## config.mk

```make
export PLATFORM = sky130hd
export DESIGN_NAME = packet_forwarder
export DESIGN_NICKNAME = d
export VERILOG_FILES = /design/src/rtl/packet_forwarder.sv
export SDC_FILE = /design/constraint.sdc
export NUM_CORES = 1
export LEC_CHECK = 0
export ABC_AREA = 0
export ABC_CLOCK_PERIOD_IN_PS = 5250
export BUFFER_PORTS_ARGS = -buffer_cell sky130_fd_sc_hd__buf_4
export CORE_MARGIN = 5
export CORE_UTILIZATION = 43
export CTS_CLUSTER_DIAMETER = 150
export DETAILED_ROUTE_END_ITERATION = 10
export MAX_ROUTING_LAYER = met4
export PLACE_DENSITY = 0.77
export RECOVER_POWER = 50
export SLEW_MARGIN = 20
export SYNTH_ARGS = -nofsm -noshare
export SYNTH_HDL_FRONTEND = slang
export SYNTH_SLANG_ARGS = --single-unit
```

## constraint.sdc

```tcl
create_clock -name clk -period 5.25 [get_ports clk]
set_input_delay 1.3125 -clock clk [delete_from_list [all_inputs] [get_ports clk]]
set_output_delay 1.3125 -clock clk [all_outputs]
set_load 0.1 [all_outputs]
```

## src/rtl/packet_forwarder.sv

```systemverilog
// Purpose: streams a stored packet out of packet_ram (addresses 0..last_addr) as a valid/ready stream with tlast, then pulses fwd_done.
// Latency: start in cycle 0 -> first read in cycle 1 -> first beat valid in cycle 3; sustains 1 beat/cycle with m_tready held high.
// Backpressure: a read is issued only if buffered + in-flight words stay below 2, so a stalled sink never drops or overwrites data.
module packet_forwarder #(
  parameter int ADDR_WIDTH = 10,
  parameter int DATA_WIDTH = 32
) (
  input  logic                  clk,
  input  logic                  rst_n,
  input  logic                  start,
  input  logic [ADDR_WIDTH-1:0] last_addr,
  output logic [ADDR_WIDTH-1:0] ram_addr,
  output logic                  ram_rd_en,
  input  logic [DATA_WIDTH-1:0] ram_rdata,
  output logic [DATA_WIDTH-1:0] m_tdata,
  output logic                  m_tvalid,
  input  logic                  m_tready,
  output logic                  m_tlast,
  output logic                  busy,
  output logic                  fwd_done
);

  typedef enum logic [1:0] {IDLE, READ, DRAIN, DONE} state_t;

  state_t                state_q, state_d;
  // One bit wider than the RAM address so reading the top word cannot wrap the counter.
  logic [ADDR_WIDTH:0]   addr_cnt_q;
  logic [ADDR_WIDTH-1:0] last_addr_q;
  logic                  rd_pend_q;
  logic                  rd_pend_last_q;
  logic [1:0]            buf_cnt_q;
  logic [DATA_WIDTH-1:0] head_dat_q, tail_dat_q;
  logic                  head_last_q, tail_last_q;
  logic                  pop;
  logic                  issue_last;
  logic [1:0]            occupancy;

  assign pop        = m_tvalid & m_tready;
  assign m_tvalid   = (buf_cnt_q != 2'd0);
  assign m_tdata    = head_dat_q;
  assign m_tlast    = m_tvalid & head_last_q;
  assign ram_addr   = addr_cnt_q[ADDR_WIDTH-1:0];
  // Words that will be held after this cycle, counting the read in flight but not a new one.
  assign occupancy  = buf_cnt_q + {1'b0, rd_pend_q} - {1'b0, pop};
  assign issue_last = ram_rd_en & (addr_cnt_q == {1'b0, last_addr_q});

  // State register
  always_ff @(posedge clk) begin
    if (!rst_n) state_q <= IDLE;
    else        state_q <= state_d;
  end

  // Next-state logic
  always_comb begin
    state_d = state_q;
    case (state_q)
      IDLE:    if (start) state_d = READ;
      READ:    if (issue_last) state_d = DRAIN;
      DRAIN:   if (pop && head_last_q) state_d = DONE;
      DONE:    state_d = IDLE;
      default: state_d = IDLE;
    endcase
  end

  // Outputs decoded from state and buffer occupancy
  always_comb begin
    ram_rd_en = (state_q == READ) && (occupancy < 2'd2);
    busy      = (state_q != IDLE);
    fwd_done  = (state_q == DONE);
  end

  // Address counter, read tracking and the 2-entry output buffer (head drives the stream)
  always_ff @(posedge clk) begin
    if (!rst_n) begin
      addr_cnt_q     <= '0;
      last_addr_q    <= '0;
      rd_pend_q      <= 1'b0;
      rd_pend_last_q <= 1'b0;
      buf_cnt_q      <= 2'd0;
      head_dat_q     <= '0;
      tail_dat_q     <= '0;
      head_last_q    <= 1'b0;
      tail_last_q    <= 1'b0;
    end else begin
      if (state_q == IDLE && start) begin
        addr_cnt_q  <= '0;
        last_addr_q <= last_addr;
      end else if (ram_rd_en) begin
        addr_cnt_q  <= addr_cnt_q + {{ADDR_WIDTH{1'b0}}, 1'b1};
      end
      rd_pend_q      <= ram_rd_en;
      rd_pend_last_q <= issue_last;
      case ({rd_pend_q, pop})
        2'b10: begin
          if (buf_cnt_q == 2'd0) begin
            head_dat_q  <= ram_rdata;
            head_last_q <= rd_pend_last_q;
          end else begin
            tail_dat_q  <= ram_rdata;
            tail_last_q <= rd_pend_last_q;
          end
          buf_cnt_q <= buf_cnt_q + 2'd1;
        end
        2'b01: begin
          head_dat_q  <= tail_dat_q;
          head_last_q <= tail_last_q;
          buf_cnt_q   <= buf_cnt_q - 2'd1;
        end
        2'b11: begin
          if (buf_cnt_q == 2'd1) begin
            head_dat_q  <= ram_rdata;
            head_last_q <= rd_pend_last_q;
          end else begin
            head_dat_q  <= tail_dat_q;
            head_last_q <= tail_last_q;
            tail_dat_q  <= ram_rdata;
            tail_last_q <= rd_pend_last_q;
          end
        end
        default: ;
      endcase
    end
  end

endmodule

```

==> results.md <==
- Main combinational cell family by area after synthesis: simple AND/OR/NAND/NOR gates
- Setup Skew: 0.01182 ns
- Final GP Congestion: 0.8240
- Post_cts resized: 0
- H-tree depth: 3
- Final hold vios: 0
- Worst Hold Class: register to register
- Number of buffers created by CTS: 9
- Initial cell density of the core: 0.4390
- Total Wirelength: 8809 um
- Power Density: 674.8 mW/mm2
- Core Region: 0.009196 mm2
- Layout cell share with drive strength beyond 1: 0.1837
- Sequential share of the synthesized area: 0.4611
- Reg2reg setup slack: 2.63 ns
- CP startpoint: m_tready
- # nets final: 588
- Pre-Repair DR Iteration Count: 4
- Failing checks: max-capacitance violations, max-slew violations
- WP data required: 3.94 ns
- Max layer used: met4
- Slew HR: -0.9768
- Synth top area share: 0.4611
- Ports: 93
- GRT Util Overall: 0.1632
- Metal-1 WL: 3939 um
- Vias in the first global route: 3076
- Post-CTS Setup Repair Bufs: 0
- DIE HEIGHT: 106.9 um
- Post-Synth Simple-Gate Area: 0.1788
- Largest area contributor in the netlist: dfxtp_1
- Ant. Diodes: 0
- Area Overhead vs Synth: 19.03%
- Yosys reg bits: 93
- Vias per cell: 5.048
- Adder-cell share of the synthesized area: 0.02479
- Timing-limited maximum frequency: 239.0 MHz
- CP max FO: 6
- Top-count cell post-synth: nand2_1
- Synth area leaders: dfxtp_1 46%, nand2_1 8.8%, mux2i_1 8.4%, a211oi_1 6.1%, a21oi_1 5.7%
- Async set or reset register ratio after synthesis: 0
- Detailed Route Iter0 Violations: 115
- Max-cap violation count: 1
- Tot Pwr: 3.243 mW
- RR Endpoint: addr_cnt_q[9]
- Static leakage: 2.072 nW
- Clk sink count: 93
- Setup crit end: ram_rd_en
- Row count: 35
- Yosys warns: 0
- CTS tree: yes
- # DRC: 0
- R2R Path Start: buf_cnt_q[1]
- WL/cell: 13.55 um
- Outcome: finished with violations
- Worst EP arrival: 2.87 ns
- Port bufs: 92
- Crit path time final: 4.184 ns
- TNS Setup: 0 ns
- Post-CTS Hold Fix Bufs: 0
- Tcrit/Tclk final: 0.7969
- RSZ-0062 raised after global routing: no
- Die Wd: 106.9 um
- Primary FF master, synth: dfxtp_1
- Final hold slack: 0.4553 ns
- Critical path class: input pin to output port
- Cell count after synthesis: 466
- Overflow after GRT: 0
- CP startpoint kind: input pin
- Synth Area in Compound Gates: 0.1370
- Post-synth cell types: 37
- Mux cell area share after synthesis: 0.08987
- Worst r2r path cells: 8
- Dpl hpwl: 6218 um
- Clock transition at path regs: 0.08 ns
- Synth cell count leaders: 95 x nand2_1, 93 x dfxtp_1, 46 x a21oi_1, 46 x nor2_1, 34 x mux2i_1
- Metal3 WL: 467 um
- Post-Synth XOR/XNOR Area: 0.05237
- Clk_lat worst skew: 0.36 ns
- Initial antenna violation count: 0
- Pins over their slew limit: 70
- Final setup viols: 0
- Synthesized area: 0.004038 mm2
- Clk root buf: clkbuf_8
- Critical Path End Type: output port
- Mapped Nets: 520
- Worst VDD drop: 0.3495 mV
- Clk buf depth: 2
- Die ar.: 0.01143 mm2
- Largest net degree at the start of global routing: 70
- Met2 wire length: 4200 um
- Syn Area/Cell: 8.664 um2
- Antenna viol nets, final: 0
- Post-synth EDFFs: 0
- Worst-Margin Slew: 2.965 ns
- First-pass GRT wire length: 14550 um
- Via Count: 3281
-- worst max-delay path: stages --
cell and delay, ns:
clkbuf_1 0.10, nand2b_1 0.26, mux2i_1 0.37, xnor2_1 0.18
nor2_1 0.29, buf_4 0.36
-- layout make-up --
| class | instances | area (um2) |
|---|---|---|
| Clock inverter | 7 | 80.08 |
| Timing Repair Buffer | 96 | 641.9 |
| Tap cell | 111 | 138.9 |
| Inverter | 10 | 37.54 |
| Sequential cell | 93 | 1862 |
| Multi-Input combinational cell | 324 | 1922 |
| Fill cell | 877 | 4390 |
| Clock buffer | 9 | 123.9 |
-- flip-flops by register name, indices dropped and copies added, names as in the netlist --
name,cells
m_tdata,32
addr_cnt_q,11
last_addr_q,10
rd_pend_last_q,1
buf_cnt_q,2
rd_pend_q,1
head_last_q,1
tail_dat_q,32
tail_last_q,1
state_q,2
-- power breakdown --
part           internal (mW)  switching [mW]  total, mW
combinational          0.374            1.41       1.79
clock                  0.226           0.261      0.487
sequential             0.872          0.0968      0.969
-- cell usage in the layout (no fill, tap or decap), drive strengths merged, types with 3 or more instances in the layout --
master  instances
mux2i          35
xor2           15
dfxtp          93
clkbuf         30
nand2          95
and3            3
buf            75
a21oi          46
nand3           8
nor4            3
inv            13
and2            3
nor2           46
ha              8
xnor2           7
o21ai           4
nand4           3
a211oi         33
-- worst min-delay path by stage --
stage                               from             end  slack (ns)  depth (start not counted)
after floorplan           rd_pend_last_q     tail_last_q        0.43                          2
after global placement    rd_pend_last_q     tail_last_q        0.44                          2
after detailed placement   tail_dat_q[5]   tail_dat_q[5]        0.45                          2
after CTS                  tail_dat_q[8]   tail_dat_q[8]        0.46                          2
after global routing      tail_dat_q[27]  tail_dat_q[27]        0.47                          2
final                     tail_dat_q[24]  tail_dat_q[24]        0.46                          2
-- layer usage --
layer / track usage / vias up
met5: - / -
met4: 0.07489 / 0
met3: 0.03492 / 16
met2: 0.2639 / 87
met1: 0.1954 / 1476
li1: - / 1702
-- logic make-up after synthesis --
family                     count (synthesis)
AOI/OAI and AO/OA                         90
xor gates and xnor gates                  22
adders and majority gates                  8
buffers and inverters                     49
DFF                                       93
muxes                                     35
and+or+nand+nor                          169
-- through the flow --
step / worst slack, ns / area, um2 / utilization / instances
floorplan: 0.7068 / 4038 / - / 466
global placement: 1.275 / 4720 / 0.5132 / 634
detailed placement: 1.229 / 4720 / 0.5132 / 634
CTS: 1.219 / 4923 / 0.5354 / 650
global route: 0.9295 / 4806 / 0.5226 / 650
finish: 1.066 / 4806 / 0.5226 / 650
Power figures use the tool's default switching activity.
